<file path="src/rtl/servo_pwm_gen.sv">
// servo_pwm_gen: 50 Hz hobby-servo pulse generator timed by the divider's
// 100 kHz square wave. The pulse width is MIN_TICKS + position, and a new
// position is taken over a valid/ready handshake. The width is applied only
// at frame starts.
// Optional feature macro: SERVO_SOFT_RAMP_EN. When defined, the applied width
// slews toward its target by at most RAMP_STEP ticks per frame.
// Handshake: a position transfers on any clk where pos_valid && pos_ready.
// pos_ready is 1 in every cycle after reset. The last accepted value wins.
`timescale 1ns/1ps
module servo_pwm_gen #(
  parameter int FRAME_TICKS = 2000,
  parameter int MIN_TICKS   = 100,
  parameter int SPAN        = 100,
  parameter int POS_W       = 8,
  parameter int CNT_W       = 11,
  parameter int RAMP_STEP   = 4
) (
  input  logic             clk,
  input  logic             rst,
  input  logic             tick_in,
  input  logic             enable,
  input  logic [POS_W-1:0] pos_data,
  input  logic             pos_valid,
  output logic             pos_ready,
  output logic             pwm_out,
  output logic             frame_start,
  output logic [CNT_W-1:0] cur_width,
  output logic [1:0]       state_dbg
);

  typedef enum logic [1:0] {IDLE = 2'd0, HIGH = 2'd1, LOW = 2'd2} state_t;

  localparam logic [CNT_W-1:0] MIN_W    = CNT_W'(MIN_TICKS);
  localparam logic [CNT_W-1:0] LAST_CNT = CNT_W'(FRAME_TICKS - 1);
  localparam logic [CNT_W-1:0] RESET_W  = CNT_W'(MIN_TICKS + SPAN / 2);
  localparam logic [CNT_W-1:0] ONE      = CNT_W'(1);
  localparam logic [POS_W-1:0] SPAN_P   = POS_W'(SPAN);
  localparam logic [POS_W-1:0] NEUTRAL  = POS_W'(SPAN / 2);

  state_t             state, next_state;
  logic [2:0]         tick_sr;
  logic               tick;
  logic [CNT_W-1:0]   counter;
  logic [POS_W-1:0]   pending;
  logic [POS_W-1:0]   pos_clamped;
  logic [POS_W-1:0]   load_pos;
  logic [CNT_W-1:0]   target_w;
  logic [CNT_W-1:0]   next_width;
  logic               accept;
  logic               start_frame;
  logic               cnt_clr;
  logic               cnt_inc;
  logic               frame_end;

  // Two synchronizer flops plus a history flop for rising-edge detection.
  always_ff @(posedge clk or posedge rst) begin
    if (rst) tick_sr <= '0;
    else     tick_sr <= {tick_sr[1:0], tick_in};
  end

  assign tick = tick_sr[1] & ~tick_sr[2];

  // pos_ready rises on the first clk after reset and then stays high.
  always_ff @(posedge clk or posedge rst) begin
    if (rst) pos_ready <= 1'b0;
    else     pos_ready <= 1'b1;
  end

  assign accept      = pos_valid & pos_ready;
  assign pos_clamped = (pos_data > SPAN_P) ? SPAN_P : pos_data;
  // A position accepted on the load clk takes effect in that same frame.
  assign load_pos    = accept ? pos_clamped : pending;
  assign target_w    = MIN_W + CNT_W'(load_pos);

  // Pending position register: the last accepted value wins.
  always_ff @(posedge clk or posedge rst) begin
    if (rst)         pending <= NEUTRAL;
    else if (accept) pending <= pos_clamped;
  end

`ifdef SERVO_SOFT_RAMP_EN
  localparam logic [CNT_W-1:0] STEP_W = CNT_W'(RAMP_STEP);
  // Slew toward the target, landing exactly on it when within one step.
  always_comb begin
    next_width = target_w;
    if (target_w > cur_width + STEP_W)      next_width = cur_width + STEP_W;
    else if (cur_width > target_w + STEP_W) next_width = cur_width - STEP_W;
  end
`else
  assign next_width = target_w;
`endif

  assign frame_end = (state == LOW) && (counter == LAST_CNT);

  // State register.
  always_ff @(posedge clk or posedge rst) begin
    if (rst) state <= IDLE;
    else     state <= next_state;
  end

  // Next-state logic: every transition happens on a tick.
  always_comb begin
    next_state = state;
    case (state)
      IDLE: if (tick && enable) next_state = HIGH;
      HIGH: if (tick && ((counter + ONE) == cur_width)) next_state = LOW;
      LOW:  if (tick && frame_end) next_state = enable ? HIGH : IDLE;
      default: next_state = IDLE;
    endcase
  end

  // Datapath controls decoded from the state and the tick.
  always_comb begin
    start_frame = 1'b0;
    cnt_clr     = 1'b0;
    cnt_inc     = 1'b0;
    if (tick) begin
      start_frame = enable && ((state == IDLE) || frame_end);
      cnt_clr     = frame_end;
      cnt_inc     = (state == HIGH) || (state == LOW);
    end
  end

  // Counter, applied width and registered outputs.
  always_ff @(posedge clk or posedge rst) begin
    if (rst) begin
      counter     <= '0;
      cur_width   <= RESET_W;
      pwm_out     <= 1'b0;
      frame_start <= 1'b0;
    end else begin
      frame_start <= start_frame;
      pwm_out     <= (next_state == HIGH);
      if (start_frame) begin
        counter   <= '0;
        cur_width <= next_width;
      end else if (cnt_clr) begin
        counter <= '0;
      end else if (cnt_inc) begin
        counter <= counter + ONE;
      end
    end
  end

  assign state_dbg = state;

endmodule

</file>
<file path="config.mk">
export PLATFORM = sky130hd
export DESIGN_NAME = servo_pwm_gen
export DESIGN_NICKNAME = d
export VERILOG_FILES = /design/src/rtl/servo_pwm_gen.sv
export SDC_FILE = /design/constraint.sdc
export NUM_CORES = 1
export LEC_CHECK = 0
export CAP_MARGIN = 10
export CORE_MARGIN = 1
export CORE_UTILIZATION = 50
export CTS_BUF_LIST = sky130_fd_sc_hd__clkbuf_4 sky130_fd_sc_hd__clkbuf_8
export DETAILED_ROUTE_END_ITERATION = 12
export GPL_TIMING_DRIVEN = 0
export PLACE_DENSITY_LB_ADDON = 0.08
export SYNTH_ARGS = -nofsm -noshare
export SYNTH_HDL_FRONTEND = slang
export SYNTH_SLANG_ARGS = --single-unit
</file>
<file path="constraint.sdc">
create_clock -name clk -period 5.2 [get_ports clk]
set_input_delay 1.3 -clock clk [delete_from_list [all_inputs] [get_ports clk]]
set_output_delay 1.3 -clock clk [all_outputs]
set_load 0.01 [all_outputs]
</file>
==> impl_metrics.toml <==
[run_status]
status = "finished, final reports clean"

[setup_path]
crit_type = "in -> reg"
crit_top_cell = "a21oi_1"
r2r_cells = 7
cp-start-kind = "input port"
slowest_delay_ns = 0.44
rrSetupSlack_ns = 3.01
critPathSlowestCell = "clkdlybuf4s50_1"
crit_chain = "clkdlybuf4s50_1 -> nand2_1 -> clkbuf_1 -> nor3_1 -> a21oi_1 -> ha_1 -> a21oi_1 -> a31o_2 -> o21ai_0"
endpoint_kind = "register"
cp_top_family = "compound AO/OA/AOI/OAI gates"
crit_arrival_ns = 3.44
path_max_fanout = 10
path_depth = 9
path_buf_inv = 2
worstPathRequired_ns = 5.41

[floorplan]
core_area_um2 = 3740
die_area_um2 = 4260
die_w_um = 65.2
initial_core_util = 0.534
io_pins = 29
rows = 22
die_h_um = 65.2

[synthesis]
synthArstFlopShare = 1.00
yosys-top-cells-count = "dfrtp_1, nand2_1, nor2_1"
yosysMostFrequentCell = "dfrtp_1"
yosys_warnings = 0
synth_edf_count = 0
syn_avg_cell_area_um2 = 9.34
ys_seq_area_frac = 0.455
synth_top_cell_by_area = "dfrtp_1"
synth_top_area_share = 0.363
yosysUniqueCellTypes = 47
synth-seq-cells = 36
ys.flop_type = "dfrtp_1"
synth_area_um2 = 2000
synth_area_leaders = "dfrtp_1, dfstp_2, xnor2_1"
syn_inst = 214

[placement]
port_buffers = 26
place_ws_ns = 1.66
gp_congestion = 0.787
dp_hpwl_mm = 2.92

[routing]
route.vias.total = 1620
wirelength_mm = 3.80
dr.pass1.iters = 4
drc = 0
vias_per_cell = 5.44
antenna_left = 0
drt-initial-drc-count = 124
wl_per_cell_um = 12.8

[final_layout]
multi_input_area_um2 = 1020
fill_cells = 335
diodes = 0
final-seq-area_um2 = 910
drive_gt1_frac = 0.120
utilization = 0.658
area_growth_pct = 23.2
final_nets = 268

[clock_tree]
cts_num_sinks = 36
clock_latency_ns = 0.28
clockBufferDepth = 2
cts-root-buf = "clkbuf_8"
postCtsHoldBufs = 0
cts_post_setup_buffers_inserted = 0
cts_tree = "yes"
htreeDepth = 2
clkTransAtPathRegs_ns = 0.07
cts_resized = 0
numCtsBuffers = 5

[sta]
worst_slew_pin_slew_ns = 0.700
layout_setup_ws_ns = 1.97
fin_crit_ns = 3.23
hold_viol_final = 0
finClkSkew_ns = 0.00309
post-route-period-util = 0.621
relSlewSlack = 0.533
max_freq_mhz = 309
setup_violations = 0
setup_tns_ns = 0
grt_setup_unrepaired = "false"
slew_violations = 0

[global_routing]
antenna_found_initial = 0
grt_pass1_wl_mm = 6.93
grt.total_usage = 0.213
grt_max_degree = 22
grt-ovfl-total = 0
grt_pass1_vias = 1549

[flow_run]
maxCapViolCount = 0

[pwr]
max-vdd-ir-drop_v = 0.000284
total_power_mw = 0.979
p_per_area_nw_per_um2 = 398
p_leak_nw = 1.05

[min_path]
whs_path_depth = 0
min_path_type = "reg -> reg"
==> cell type report <==
type,instances,share of cell area
Clock buffer,5,0.0279
Timing Repair Buffer,27,0.117
Buffer,9,0.0178
Tap cell,48,0.0244
Sequential cell,36,0.369
Clock inverter,3,0.0173
Inverter,8,0.0122
Multi-Input combinational cell,162,0.414
==> final timing paths <==
check | from | to
max | pos_valid | cur_width[8]
min | tick_sr[0] | tick_sr[1]
max reg2reg | counter[0] | pwm_out
min reg2reg | tick_sr[0] | tick_sr[1]
max in group asynchronous | rst | pending[5]
min in group asynchronous | rst | tick_sr[1]
==> through the flow <==
| stage | hold slack [ns] | instance area (um^2) | instances |
|---|---|---|---|
| detailed placement | 0.343 | 2350 | 290 |
| floorplan | 0.331 | 2000 | 215 |
| CTS | 0.361 | 2460 | 298 |
| global route | 0.363 | 2460 | 298 |
| finish | 0.357 | 2460 | 298 |
| global placement | 0.334 | 2320 | 289 |
==> per-layer routing <==
layer,global-route usage,vias to the layer above,part of all wire
li1,-,809,-
met5,0,-,0
met4,0.0652,0,0.014
met3,0.0556,5,0.046
met1,0.274,768,0.47
met2,0.349,38,0.47
==> layout by cell type, fill, tap and decap left out, drive strengths merged, types with 7 or more instances in the layout <==
cell type,n
nand2,27
inv,8
nor2,19
xnor2,13
dfstp,7
nand3,7
xor2,8
clkbuf,10
o21ai,16
dfrtp,29
a21oi,14
clkdlybuf4s50,26
==> power by group <==
group	internal, mW	total, mW	switching, mW
Combinational	0.177	0.330	0.153
Sequential	0.348	0.408	0.0606
Clock	0.142	0.241	0.0995
==> sequential cells by signal, indices dropped and copies added (netlist names) <==
| name | count |
|---|---|
| counter | 11 |
| cur_width | 9 |
| frame_start | 1 |
| pending | 8 |
| pos_ready | 1 |
| pwm_out | 1 |
| state_dbg | 2 |
| tick_sr | 3 |
==> worst register-to-register path: cells and delay by family, from the launching register on <==
kind / cells / cell delay, ns
AOI/OAI and AO/OA: 3 / 0.64
adders and majority gates: 1 / 0.27
DFF: 1 / 0.45
and+or+nand+nor: 3 / 0.71
==> cells by family (layout without fill, tap and decap cells) <==
group | Yosys count | after routing | synth area share
other | 2 | 3 | 0.00376
flip-flops | 36 | 36 | 0.455
adder cells (fa/ha/maj) | 6 | 6 | 0.0375
XOR/XNOR | 21 | 21 | 0.0920
AO/OA/AOI/OAI | 47 | 47 | 0.145
multiplexers | 3 | 3 | 0.0169
buffers and inverters | 17 | 52 | 0.0369
AND/OR/NAND/NOR | 82 | 82 | 0.213
No activity file was read; power rests on OpenSTA's default activity.
